`config.mk`:
```
export PLATFORM = sky130hd
export DESIGN_NAME = neuron_mac_engine
export DESIGN_NICKNAME = d
export VERILOG_FILES = /design/src/rtl/neuron_pkg.sv /design/src/rtl/neuron_tap_line.sv /design/src/rtl/neuron_mac_engine.sv
export SDC_FILE = /design/constraint.sdc
export NUM_CORES = 2
export LEC_CHECK = 0
export CAP_MARGIN = 20
export CORE_ASPECT_RATIO = 0.6
export CORE_MARGIN = 10
export CORE_UTILIZATION = 55
export DETAILED_ROUTE_END_ITERATION = 7
export GPL_TIMING_DRIVEN = 0
export PLACE_DENSITY_LB_ADDON = 0.2
export SKIP_CTS_REPAIR_TIMING = 1
export SLEW_MARGIN = 20
export SYNTH_ARGS = -nofsm -noshare
export SYNTH_HDL_FRONTEND = slang
export SYNTH_SLANG_ARGS = --single-unit
```
`constraint.sdc`:
```
create_clock -name Clock -period 30.7 [get_ports Clock]
set_input_delay 9.21 -clock Clock [delete_from_list [all_inputs] [get_ports Clock]]
set_output_delay 9.21 -clock Clock [all_outputs]
set_load 0.005 [all_outputs]
```
`src/rtl/neuron_pkg.sv`:
```
// Shared constants, enable-vector layout, bus map and FSM encoding for the neuron MAC engine.
package neuron_pkg;

  localparam int DATA_W = 16;
  localparam int FRAC_W = 8;
  localparam int N_TAPS = 20;
  localparam int ACC_W  = 40;
  localparam int IDX_W  = $clog2(N_TAPS);
  localparam int N_EN   = N_TAPS + 2;

  localparam int EN_COEF0  = 0;
  localparam int EN_OFFSET = 20;
  localparam int EN_INPUT  = 21;

  localparam logic [11:0] ADDR_COEF0     = 12'h00C;
  localparam logic [11:0] ADDR_COEF_LAST = 12'h058;
  localparam logic [11:0] ADDR_OFFSET    = 12'h05C;
  localparam logic [11:0] ADDR_INPUT     = 12'h060;
  localparam logic [11:0] ADDR_START     = 12'h08C;

  typedef enum logic [1:0] {
    IDLE   = 2'd0,
    MAC    = 2'd1,
    FINISH = 2'd2
  } state_t;

  typedef struct packed {
    logic              ovf;
    logic [DATA_W-1:0] value;
  } sat_t;

  localparam logic signed [ACC_W-1:0] SAT_MAX = ACC_W'(2**(DATA_W-1) - 1);
  localparam logic signed [ACC_W-1:0] SAT_MIN = ~SAT_MAX;

  // Drops the fraction with a floor shift, then clamps to the signed DATA_W range.
  function automatic sat_t saturate(input logic signed [ACC_W-1:0] acc);
    logic signed [ACC_W-1:0] s;
    sat_t r;
    s = acc >>> FRAC_W;
    if (s > SAT_MAX) begin
      r.ovf   = 1'b1;
      r.value = {1'b0, {(DATA_W-1){1'b1}}};
    end else if (s < SAT_MIN) begin
      r.ovf   = 1'b1;
      r.value = {1'b1, {(DATA_W-1){1'b0}}};
    end else begin
      r.ovf   = 1'b0;
      r.value = s[DATA_W-1:0];
    end
    return r;
  endfunction

endpackage

```
`src/rtl/neuron_tap_line.sv`:
```
// Input delay line: a push puts the new word in tap 0 and ages the rest by one slot.
// Frozen while hold is high so the MAC reads a stable vector.
module neuron_tap_line #(
  parameter int DATA_W = 16,
  parameter int N_TAPS = 20
) (
  input  logic                           clk,
  input  logic                           rst,
  input  logic                           push,
  input  logic                           hold,
  input  logic [DATA_W-1:0]              din,
  output logic [N_TAPS-1:0][DATA_W-1:0]  taps
);

  always_ff @(posedge clk or posedge rst) begin
    if (rst) begin
      taps <= '0;
    end else if (push && !hold) begin
      taps <= {taps[N_TAPS-2:0], din};
    end
  end

endmodule

```
`src/rtl/neuron_mac_engine.sv`:
```
// Coefficient bank plus sequential 1-MAC/cycle dot product with offset, saturated Q result.
// Busy for N_TAPS+1 cycles per start; bank writes and starts are ignored while busy.
module neuron_mac_engine
  import neuron_pkg::*;
(
  input  logic              Clock,
  input  logic              Reset,
  input  logic              Write,
  input  logic [DATA_W-1:0] WriteData,
  input  logic [N_EN-1:0]   EnableRegister,
  input  logic              EnableStart,
  output logic              Busy,
  output logic              Done,
  output logic [DATA_W-1:0] Result,
  output logic              Clase,
  output logic              Overflow
);

  state_t                         state, state_nxt;
  logic [N_TAPS-1:0][DATA_W-1:0]  coef;
  logic [DATA_W-1:0]              offset;
  logic [N_TAPS-1:0][DATA_W-1:0]  taps;
  logic [IDX_W-1:0]               idx;
  logic signed [ACC_W-1:0]        acc;
  logic signed [2*DATA_W-1:0]     prod;
  logic                           idle;
  logic                           start;
  sat_t                           sat;

  assign idle  = (state == IDLE);
  assign start = EnableStart & Write & idle;
  assign prod  = $signed(coef[idx]) * $signed(taps[idx]);
  assign sat   = saturate(acc);

  always_ff @(posedge Clock or posedge Reset) begin
    if (Reset) state <= IDLE;
    else       state <= state_nxt;
  end

  always_comb begin
    state_nxt = state;
    unique case (state)
      IDLE:    if (start) state_nxt = MAC;
      MAC:     if (idx == IDX_W'(N_TAPS-1)) state_nxt = FINISH;
      FINISH:  state_nxt = IDLE;
      default: state_nxt = IDLE;
    endcase
  end

  always_comb begin
    Busy = !idle;
  end

  // Enables arrive pre-gated by Write; only the IDLE qualifier is applied here.
  always_ff @(posedge Clock or posedge Reset) begin
    if (Reset) begin
      coef   <= '0;
      offset <= '0;
    end else if (idle) begin
      for (int k = 0; k < N_TAPS; k++) begin
        if (EnableRegister[EN_COEF0+k]) coef[k] <= WriteData;
      end
      if (EnableRegister[EN_OFFSET]) offset <= WriteData;
    end
  end

  neuron_tap_line #(
    .DATA_W (DATA_W),
    .N_TAPS (N_TAPS)
  ) u_tap_line (
    .clk  (Clock),
    .rst  (Reset),
    .push (EnableRegister[EN_INPUT]),
    .hold (!idle),
    .din  (WriteData),
    .taps (taps)
  );

  // Published outputs change only in FINISH, so a reset mid-run never exposes a partial sum.
  always_ff @(posedge Clock or posedge Reset) begin
    if (Reset) begin
      idx      <= '0;
      acc      <= '0;
      Done     <= 1'b0;
      Result   <= '0;
      Clase    <= 1'b0;
      Overflow <= 1'b0;
    end else begin
      case (state)
        IDLE: begin
          if (start) begin
            idx  <= '0;
            acc  <= {{(ACC_W-DATA_W-FRAC_W){offset[DATA_W-1]}}, offset, {FRAC_W{1'b0}}};
            Done <= 1'b0;
          end
        end
        MAC: begin
          acc <= acc + {{(ACC_W-2*DATA_W){prod[2*DATA_W-1]}}, prod};
          idx <= idx + 1'b1;
        end
        FINISH: begin
          Result   <= sat.value;
          Overflow <= sat.ovf;
          Clase    <= ~acc[ACC_W-1];
          Done     <= 1'b1;
        end
        default: ;
      endcase
    end
  end

endmodule
```
==> flow_summary.yaml <==
timing:
  rsz0062_at_grt: "no"
  finalSetupTns_ps: 0
  setup_slack_ps: 17700
  worst_pin_slew_ps: 1200
  fin_worst_skew_ps: 40.1
  finalHoldViolCount: 0
  fin_crit_ps: 13000
  finalCritPeriodShare_pct: 42.4
  slew_headroom_pct: 19.8
  setup_viol: 0
  hold-worst-slack_ps: 479
  drv_slew: 0
  timing.fmax_ghz: 0.0769
critical_path:
  crit_family: "adder cells"
  path_buf_inv: 10
  crit_start: "idx[1]$_DFFE_PP0P_"
  slowest_stage: "buf_1"
  end_kind: "register"
  required_ps: 31210
  cp-endpoint: "acc[38]$_DFFE_PP0P_"
  worstPathMaxFanout: 10
  cp_slowest_stage_delay_ps: 860
  worstRegToRegCells: 36
  crit_top_cell: "fa_1"
  reg2reg_slack_ps: 17700
  critical_path_class: "reg2reg"
  r2r_end: "acc[38]$_DFFE_PP0P_"
  start_kind: "register"
  cp.arrival_ps: 13510
  reg2reg_from: "idx[1]$_DFFE_PP0P_"
  worstSetupPathDepth: 36
place:
  io_buffers: 61
  dp_hpwl_um: 89800
  pre_cts_ws_ps: 18070
  routabilityCongestion: 0.944
  placed_cell_area_mm2: 0.0460
drt:
  drt_iter0_markers: 2619
  drt_pass1_iterations: 5
  wire_per_inst_um: 24.8
  viasPerCell: 6.06
  num_vias: 28600
  ant_nets: 0
  finalWirelength_um: 117000
  drc: 0
synth:
  synth_edf_count: 0
  syn_area_per_cell_um2: 12.7
  synth.distinct_cells: 75
  synthCells: 3454
  seq_area_frac_synth_pct: 41.2
  synth_warnings: 0
  ys_ff_latch: 722
  syn_nets: 3883
  async_flop_share_pct: 100
  netlist_area_mm2: 0.0438
  ys.flop_type: "dfrtp_1"
global_route:
  grt_start_max_net_pins: 108
  top_usage_layer: "met1"
  grt_pass1_wl_um: 182000
  antenna_found_initial: 1
  grt_util_all_layers_pct: 26.1
  grt_use_met1_pct: 41.3
  grt_pass1_vias: 29100
  met3_usage_pct: 8.60
  grt.met2_usage_pct: 34.1
  grt-ovfl-total: 0
finish:
  fin_area_mm2: 0.0485
  num-fill-cells: 6221
  fin_nets: 4031
  syn_to_final_growth_pct: 10.7
  drive_above_1_share_pct: 29.0
  antenna_cells: 0
clock_network:
  cts_tree: "yes"
  clk-insertion-delay-late_ps: 680
  h-tree-depth: 3
  clockBufferDepth: 3
  cts.sinks: 722
  numCtsBuffers: 70
  root_buffer: "clkbuf_16"
  clk_pin_slew_ps: 70
die:
  num_rows: 80
  io-pin-count: 62
  dieArea_mm2: 0.0917
  die_y_um: 239
  dieWidth_um: 384
  initial_utilization_pct: 55.4
  core-area_mm2: 0.0792
run_status:
  status: "finished clean"
worst_hold_path:
  worst_hold_startpoint: "Result[5]$_DFFE_PP0P_"
  hold_path.class: "reg2reg"
run:
  maxCapViolCount: 0
==> worst reg2reg max path, delay by kind of cell, from the launching register on <==
family,cells,cell delay (ps)
DFF,1,350
xor gates and xnor gates,2,490
AOI/OAI and AO/OA,9,3110
buffers and inverters,10,3300
and+or+nand+nor,6,1530
adders and majority gates,8,3540
muxes,1,490
==> sequential cells by signal, summed over array words and instances, names as in the netlist <==
signal,flops
u_tap_line.taps,320
Clase,1
Done,1
coef,320
offset,16
acc,40
idx,5
Result,16
Overflow,1
state,2
==> Yosys cell counts, drive strengths merged, types with 24 or more instances <==
cell	count	area (um2)
buf	58	293
and2	29	184
nand2	161	604
o21ai	83	419
dfrtp	722	18100
ha	124	1550
mux2	671	7560
nand2b	24	150
clkbuf	158	593
nor2	234	878
a21o	24	181
inv	333	1250
mux4	178	4010
xnor2	38	333
a21oi	80	400
fa	263	5270
==> layer usage <==
layer,wire length (um),vias to the layer above
met4,2310,2
met1,56100,15100
met5,13,-
met2,46100,1137
met3,12700,169
li1,-,12300
==> cell families after synthesis <==
family | synth area share, %
multiplexers | 26.8
adder cells (fa/ha/maj) | 15.6
flip-flops | 41.2
XOR/XNOR | 1.20
AO/OA/AOI/OAI | 4.82
AND/OR/NAND/NOR | 5.52
buffers and inverters | 4.87
==> cell type report <==
| class | count | area, um2 | share of cell area (%) |
|---|---|---|---|
| buffer | 216 | 891 | 1.84 |
| clock buffer | 97 | 2010 | 4.15 |
| clock inverter | 31 | 429 | 0.885 |
| inverter | 333 | 1260 | 2.59 |
| multi-input combinational | 2183 | 23600 | 48.7 |
| sequential | 722 | 18100 | 37.2 |
| tap | 1066 | 1330 | 2.75 |
| timing repair buffer | 76 | 871 | 1.80 |
==> worst min path at each step <==
stage	cells after the start	endpoint	slack, ps
after floorplan	2	acc[3]$_DFFE_PP0P_	460
after global placement	2	Result[6]$_DFFE_PP0P_	460
after detailed placement	2	Result[5]$_DFFE_PP0P_	470
after CTS	2	Result[5]$_DFFE_PP0P_	480
after global routing	2	Result[5]$_DFFE_PP0P_	500
final	2	Result[5]$_DFFE_PP0P_	480
==> cell usage in the layout, fill, tap and decap left out, types with 16 or more instances in the layout <==
master,n
dfrtp_1,722
mux2_2,671
inv_1,331
fa_1,263
nor2_1,234
mux4_2,178
clkbuf_1,165
nand2_1,161
ha_1,124
o21ai_0,81
a21oi_1,80
clkbuf_16,70
clkdlybuf4s50_1,61
buf_2,39
xnor2_1,38
and2_1,28
nand2b_1,24
a21o_1,23
xor2_1,22
mux2i_1,19
o22ai_1,17
clkbuf_8,16
==> through the flow <==
step	util [%]	cells
3_5_place_dp	58.1	4592
6_report	61.3	4724
5_1_grt	61.3	4724
3_3_place_gp	57.8	4581
2_1_floorplan	-	3454
4_1_cts	61.2	4720
Power is not shown: default switching activity piles up to over one toggle a cycle in this logic, so the estimate is an artifact.
